File: src/rtl/fp_divider_if.sv
// ============================================================================
// Module      : fp_divider_if
// Description : Start/busy/done handshake and operand/result bundle for fp_divider.
// Revision    : 1.0 - initial release
// ============================================================================
`default_nettype none

interface fp_divider_if;
    logic        start;
    logic [31:0] A;
    logic [31:0] B;
    logic        busy;
    logic        done;
    logic [31:0] quot;
    logic        exception;
    logic        overflow;
    logic        underflow;
    logic        div_by_zero;

    modport master (
        output start, A, B,
        input  busy, done, quot, exception, overflow, underflow, div_by_zero
    );

    modport slave (
        input  start, A, B,
        output busy, done, quot, exception, overflow, underflow, div_by_zero
    );
endinterface

`default_nettype wire

File: src/rtl/fp_divider.sv
// ============================================================================
// Module      : fp_divider
// Description : Iterative IEEE-754 single-precision divider, one quotient bit
//               per cycle, truncating, with multiplier-style flags.
// Revision    : 1.0 - initial release
// ============================================================================
`default_nettype none

module fp_divider (
    input  logic         clk,
    input  logic         reset,
    fp_divider_if.slave  bus
);
    typedef enum logic [1:0] {
        S_IDLE   = 2'd0,
        S_DIVIDE = 2'd1,
        S_NORM   = 2'd2,
        S_DONE   = 2'd3
    } state_t;

    state_t r_state;
    state_t w_next;

    logic        r_sign;
    logic [7:0]  r_ea;
    logic [7:0]  r_eb;
    logic        r_exc;
    logic        r_dbz;
    logic        r_azero;
    logic [23:0] r_mb;
    logic [24:0] r_rem;
    logic [24:0] r_q;
    logic [4:0]  r_count;

    logic [31:0] r_quot;
    logic        r_exception;
    logic        r_overflow;
    logic        r_underflow;
    logic        r_div_by_zero;

    logic [7:0]  w_ea;
    logic [7:0]  w_eb;
    logic        w_a_zero;
    logic        w_b_zero;
    logic        w_exc;
    logic        w_dbz;
    logic        w_special;
    logic [25:0] w_trial;
    logic        w_trial_neg;
    logic [24:0] w_rem_sel;
    logic signed [9:0] w_e;
    logic        w_ovf;
    logic        w_unf;
    logic [22:0] w_frac;

    // Operand classification; denormals are treated as zero.
    assign w_ea      = bus.A[30:23];
    assign w_eb      = bus.B[30:23];
    assign w_a_zero  = (w_ea == 8'd0);
    assign w_b_zero  = (w_eb == 8'd0);
    assign w_exc     = (w_ea == 8'hFF) || (w_eb == 8'hFF) || (w_a_zero && w_b_zero);
    assign w_dbz     = !w_exc && w_b_zero && !w_a_zero;
    assign w_special = w_exc || w_dbz || w_a_zero;

    // Remainder stays below 2*mB, so 25 bits hold it and 26 bits hold the trial.
    assign w_trial     = {1'b0, r_rem} - {2'b00, r_mb};
    assign w_trial_neg = w_trial[25];
    assign w_rem_sel   = w_trial_neg ? r_rem : w_trial[24:0];

    assign w_e    = $signed({2'b00, r_ea}) - $signed({2'b00, r_eb})
                  + (r_q[24] ? 10'sd127 : 10'sd126);
    assign w_ovf  = (w_e >= 10'sd255);
    assign w_unf  = (w_e <= 10'sd0);
    assign w_frac = r_q[24] ? r_q[23:1] : r_q[22:0];

    always_ff @(posedge clk) begin
        if (reset) begin
            r_state <= S_IDLE;
        end else begin
            r_state <= w_next;
        end
    end

    always_comb begin
        w_next = r_state;
        case (r_state)
            S_IDLE:   if (bus.start) w_next = w_special ? S_NORM : S_DIVIDE;
            S_DIVIDE: if (r_count == 5'd24) w_next = S_NORM;
            S_NORM:   w_next = S_DONE;
            S_DONE:   w_next = S_IDLE;
            default:  w_next = S_IDLE;
        endcase
    end

    always_ff @(posedge clk) begin
        if (reset) begin
            r_sign        <= 1'b0;
            r_ea          <= 8'd0;
            r_eb          <= 8'd0;
            r_exc         <= 1'b0;
            r_dbz         <= 1'b0;
            r_azero       <= 1'b0;
            r_mb          <= 24'd0;
            r_rem         <= 25'd0;
            r_q           <= 25'd0;
            r_count       <= 5'd0;
            r_quot        <= 32'd0;
            r_exception   <= 1'b0;
            r_overflow    <= 1'b0;
            r_underflow   <= 1'b0;
            r_div_by_zero <= 1'b0;
        end else begin
            case (r_state)
                S_IDLE: begin
                    if (bus.start) begin
                        r_sign        <= bus.A[31] ^ bus.B[31];
                        r_ea          <= w_ea;
                        r_eb          <= w_eb;
                        r_exc         <= w_exc;
                        r_dbz         <= w_dbz;
                        r_azero       <= w_a_zero;
                        r_mb          <= {1'b1, bus.B[22:0]};
                        r_rem         <= {2'b01, bus.A[22:0]};
                        r_q           <= 25'd0;
                        r_count       <= 5'd0;
                        r_exception   <= 1'b0;
                        r_overflow    <= 1'b0;
                        r_underflow   <= 1'b0;
                        r_div_by_zero <= 1'b0;
                    end
                end
                S_DIVIDE: begin
                    r_q     <= {r_q[23:0], ~w_trial_neg};
                    r_rem   <= w_rem_sel << 1;
                    r_count <= r_count + 5'd1;
                end
                S_NORM: begin
                    if (r_exc) begin
                        r_quot      <= 32'd0;
                        r_exception <= 1'b1;
                    end else if (r_dbz) begin
                        r_quot        <= {r_sign, 8'hFF, 23'd0};
                        r_div_by_zero <= 1'b1;
                    end else if (r_azero) begin
                        r_quot <= {r_sign, 31'd0};
                    end else if (w_ovf) begin
                        r_quot     <= {r_sign, 8'hFF, 23'd0};
                        r_overflow <= 1'b1;
                    end else if (w_unf) begin
                        r_quot      <= {r_sign, 31'd0};
                        r_underflow <= 1'b1;
                    end else begin
                        r_quot <= {r_sign, w_e[7:0], w_frac};
                    end
                end
                default: ;
            endcase
        end
    end

    assign bus.busy        = (r_state != S_IDLE);
    assign bus.done        = (r_state == S_DONE);
    assign bus.quot        = r_quot;
    assign bus.exception   = r_exception;
    assign bus.overflow    = r_overflow;
    assign bus.underflow   = r_underflow;
    assign bus.div_by_zero = r_div_by_zero;
endmodule

`default_nettype wire

File: src/flat_wrapper.sv
// flat-port wrapper written by rule: the top's interface ports become plain ports
module fp_divider_flat 
  (clk, reset, bus_start, bus_A, bus_B, bus_busy, bus_done, bus_quot, bus_exception, bus_overflow, bus_underflow, bus_div_by_zero);
  fp_divider_if bus_i ();
  input  logic clk;
  input  logic reset;
  input wire logic [$bits(bus_i.start)-1:0] bus_start;
  input wire logic [$bits(bus_i.A)-1:0] bus_A;
  input wire logic [$bits(bus_i.B)-1:0] bus_B;
  output wire logic [$bits(bus_i.busy)-1:0] bus_busy;
  output wire logic [$bits(bus_i.done)-1:0] bus_done;
  output wire logic [$bits(bus_i.quot)-1:0] bus_quot;
  output wire logic [$bits(bus_i.exception)-1:0] bus_exception;
  output wire logic [$bits(bus_i.overflow)-1:0] bus_overflow;
  output wire logic [$bits(bus_i.underflow)-1:0] bus_underflow;
  output wire logic [$bits(bus_i.div_by_zero)-1:0] bus_div_by_zero;
  assign bus_i.start = bus_start;
  assign bus_i.A = bus_A;
  assign bus_i.B = bus_B;
  assign bus_busy = bus_i.busy;
  assign bus_done = bus_i.done;
  assign bus_quot = bus_i.quot;
  assign bus_exception = bus_i.exception;
  assign bus_overflow = bus_i.overflow;
  assign bus_underflow = bus_i.underflow;
  assign bus_div_by_zero = bus_i.div_by_zero;
  fp_divider u_core (.clk(clk), .reset(reset), .bus(bus_i));
endmodule
File: config.mk
export PLATFORM = sky130hd
export DESIGN_NAME = fp_divider_flat
export DESIGN_NICKNAME = d
export VERILOG_FILES = /design/src/rtl/fp_divider_if.sv /design/src/rtl/fp_divider.sv /design/src/flat_wrapper.sv
export SDC_FILE = /design/constraint.sdc
export NUM_CORES = 1
export LEC_CHECK = 0
export BUFFER_PORTS_ARGS = -buffer_cell sky130_fd_sc_hd__buf_2
export CORE_MARGIN = 2
export CORE_UTILIZATION = 25
export DETAILED_ROUTE_END_ITERATION = 10
export GPL_TIMING_DRIVEN = 0
export PLACE_DENSITY = 0.42
export RECOVER_POWER = 100
export SYNTH_ARGS = -nofsm -noshare
export SYNTH_HDL_FRONTEND = slang
export SYNTH_SLANG_ARGS = --single-unit
export TNS_END_PERCENT = 20
File: constraint.sdc
create_clock -name clk -period 7.9 [get_ports clk]
set_input_delay 0 -clock clk [delete_from_list [all_inputs] [get_ports clk]]
set_output_delay 0 -clock clk [all_outputs]
set_load 0.03 [all_outputs]
==> flow_summary.toml <==
[status]
status = "finished, final reports clean"

[worst_setup_path]
cp-end-kind = "flip-flop"
worstSetupPathType = "flip-flop to flip-flop"
cp_max_fo = 10
cp_cell_sequence = "inv_1 -> ha_1 -> and3_1 -> clkbuf_1 -> a221oi_1 -> o21ai_0 -> nand4b_1 -> a41o_1 -> a21boi_0 -> clkbuf_1 -> clkbuf_1 -> nor2_1 -> a21oi_1 -> o22ai_1"
timing.rr.end = "u_core.r_rem[8]"
worst_path_max_delay_cell = "clkbuf_1"
r2r_slack_ns = 3.59
required_ns = 8.18
ff2ff_path_depth = 14
path_delay_family = "compound AO/OA/AOI/OAI gates"
start_kind = "flip-flop"
worstPathArrival_ns = 4.60
crit_top_cell = "clkbuf_1"
worstReg2RegStart = "u_core.r_mb[14]"
slowest_delay_ns = 0.63
cp.buffers_inverters = 4

[placed_design]
dp.cells = 1469
post-place-ws_ns = 4.485
place.gp.congestion = 0.7938
place_hpwl_microns = 17980
io_buffers = 104

[floorplanning]
rows = 64
core-area_sq_mm = 0.03059
start_util = 0.2540
die-area_sq_mm = 0.03251
io_pins = 105
dieHeight_microns = 180.3
fp.dieW_microns = 180.3

[logic_synthesis]
synth.mux.area_fraction = 0.04541
synth_edf_count = 0
synth_xor_area_frac = 0.03655
synthAdderAreaFrac = 0.07118
synth_nets = 1079
ys.flop_type = "dfxtp_1"
synthSimpleGateAreaFrac = 0.2029
synth-seq-area-share = 0.3530
synth_top_family_by_area = "compound AO/OA/AOI/OAI gates"
synth_area_sq_mm = 0.007770
synth_compound_area_frac = 0.2324
syn_inst = 969
ys_types = 78
synth-async-reset-ratio = 0
yosysWarnings = 0
avgSynthCellArea_sq_um = 8.019
synth-seq-cells = 137

[global_route]
grt_usage = 0.1509
grt_max_degree = 18
grt_pass1_wl_microns = 39140
grt_pass1_vias = 7172
grt-ovfl-total = 0
antenna_found_initial = 0

[sta]
fin_skew_ns = 0.01623
drv_slew = 0
relSlewSlack = 0.4946
setup_viol = 0
hold_violations = 0
layout_setup_ws_ns = 3.586
tns_ns = 0
post-route-min-period_ns = 4.314
max_freq_mhz = 231.8
tightest_slew_ns = 0.7555
post-route-period-util = 0.5461
rsz0062_at_grt = "no"

[route]
vias = 7313
drt_iter0_drc = 432
drc_errors = 0
drt-pass1-iter-count = 5
wl_met1_microns = 12030
drt-total-wl_microns = 24380
viasPerCell = 4.697
ant_nets = 0
post_drt_wl_per_cell_microns = 15.66
routed.top_layer = "met4"
dr_wl_met3_microns = 812
routed-wl-met2_microns = 11200

[min_path]
min_from = "bus_A[0]"
whs_path_depth = 4
hp-class = "input pin to flip-flop"
hold_end = "u_core.r_rem[0]"

[cells_and_area]
drive_gt1_frac = 0.1077
fin_cells = 1557
antennaDiodeCount = 0
fillers = 3352
layout.nets = 1258
layout_common_cells = "nand2_1, dfxtp_1, a21oi_1, clkbuf_1, nor2_1"
syn_to_final_growth_pct = 26.10
final_common_cell = "nand2_1"

[power]
peakVddDrop_uv = 209.6
leakage_nw = 3.767
p_per_area_mw_per_mm2 = 430.1

[clocking]
tritoncts = "done"
cts_sinks = 137
cts_resized = 0
worstSkewPairLatency_ns = 0.44
clk_path_buf_depth = 2
cts_setup_buffers = 0
cts_max_level = 4
cts_made_buffers = 17
clk_pin_slew_ns = 0.07
clockRootBuffer = "clkbuf_16"

[run]
drv_cap = 0
cell usage after synthesis, drive strengths merged (6+ instances only):
master    n  area, sq um
o211a     9        90.09
a31oi     9        62.56
nor3b    11        82.58
o22ai     7        43.79
o21ai    75        454.2
nand4    10        62.56
and2      8        50.05
inv      58        217.7
dfxtp   137         2743
a21oi    90        465.5
nor3     15        91.34
buf      12        87.58
nor2b     6        37.54
xor2     14        137.6
nor4      9        56.30
nand3     8        40.04
mux2i    33        330.3
nor2     81        306.6
nand2   161        604.3
o31ai     7        52.55
a21o     12        90.09
a22oi    28        210.2
clkbuf   40        150.1
ha       41        513.0
xnor2    14        122.6
a211oi    7        57.55
layer usage:
metal  global-route usage  up-vias
met4              0.03935        0
li1                     -     3763
met1               0.2056     3402
met2               0.2466      131
met3              0.02567       17
met5                    0        -
worst reg2reg max path, stage by stage, from the launching register on:
cell and delay [ns]:
dfxtp_1 0.34, inv_1 0.05, ha_1 0.35, and3_1 0.21, clkbuf_1 0.17, a221oi_1 0.43
o21ai_0 0.25, nand4b_1 0.28, a41o_1 0.31, a21boi_0 0.25, clkbuf_1 0.53, clkbuf_1 0.63
nor2_1 0.13, a21oi_1 0.15, o22ai_1 0.09
metrics by stage:
| stage | cell area [sq um] | util | power, mW | hold WS, ns |
|---|---|---|---|---|
| 5_1_grt | 9798 | 0.3203 | 4.583 | 0.04567 |
| 6_report | 9798 | 0.3203 | 4.214 | 0.03394 |
| 4_1_cts | 9953 | 0.3254 | 4.310 | 0.02014 |
| 2_1_floorplan | 7770 | - | 2.796 | 0.1360 |
| 3_3_place_gp | 8786 | 0.2872 | 3.441 | 0.2442 |
| 3_5_place_dp | 8786 | 0.2872 | 3.442 | 0.2459 |
what timing repair did:
item	in CTS	in global routing
hold buffers	56	0
setup endpoints to repair	0	0
endpoints found under the hold margin	55	0
how the worst max path moves through the flow:
| stage | from | end | cells past startpoint |
|---|---|---|---|
| floorplan | u_core.r_ea[0] | u_core.bus.quot[10] | 14 |
| global placement | u_core.r_eb[0] | u_core.bus.quot[4] | 13 |
| detailed placement | u_core.r_eb[0] | u_core.bus.quot[3] | 13 |
| CTS | u_core.r_eb[0] | u_core.bus.quot[3] | 12 |
| global route | u_core.r_eb[0] | u_core.bus.quot[6] | 13 |
| finish | u_core.r_mb[14] | u_core.r_rem[8] | 14 |
sequential cells by signal (all words and copies together), names as in the netlist, 2 cells and up:
register	count
u_core.bus.quot	32
u_core.r_q	25
u_core.r_rem	25
u_core.r_mb	24
u_core.r_ea	8
u_core.r_eb	8
u_core.r_count	5
u_core.r_state	2
layout make-up:
type                       count  area [sq um]  share of cell area
tap                          396         495.5             0.05057
buffer                        52         202.7             0.02069
inverter                      58         217.7             0.02222
sequential                   137          2743              0.2799
clock inverter                15         181.4             0.01852
multi-input combinational    722          4499              0.4592
clock buffer                  17         425.4             0.04342
timing repair buffer         160          1033              0.1055
logic make-up after synthesis:
kind of cell,Yosys count
AOI/OAI and AO/OA,275
buffers and inverters,110
adders and majority gates,43
DFF,137
xor gates and xnor gates,29
and+or+nand+nor,340
muxes,35
where the power goes:
group          internal (mW)  switching, mW  leakage [nW]  total, mW
Combinational          0.936           1.56          2.36       2.50
Sequential             0.810         0.0860          1.11      0.896
Clock                  0.429          0.393         0.289      0.822
Total                   2.17           2.04          3.77       4.21
Power figures use the tool's default switching activity.
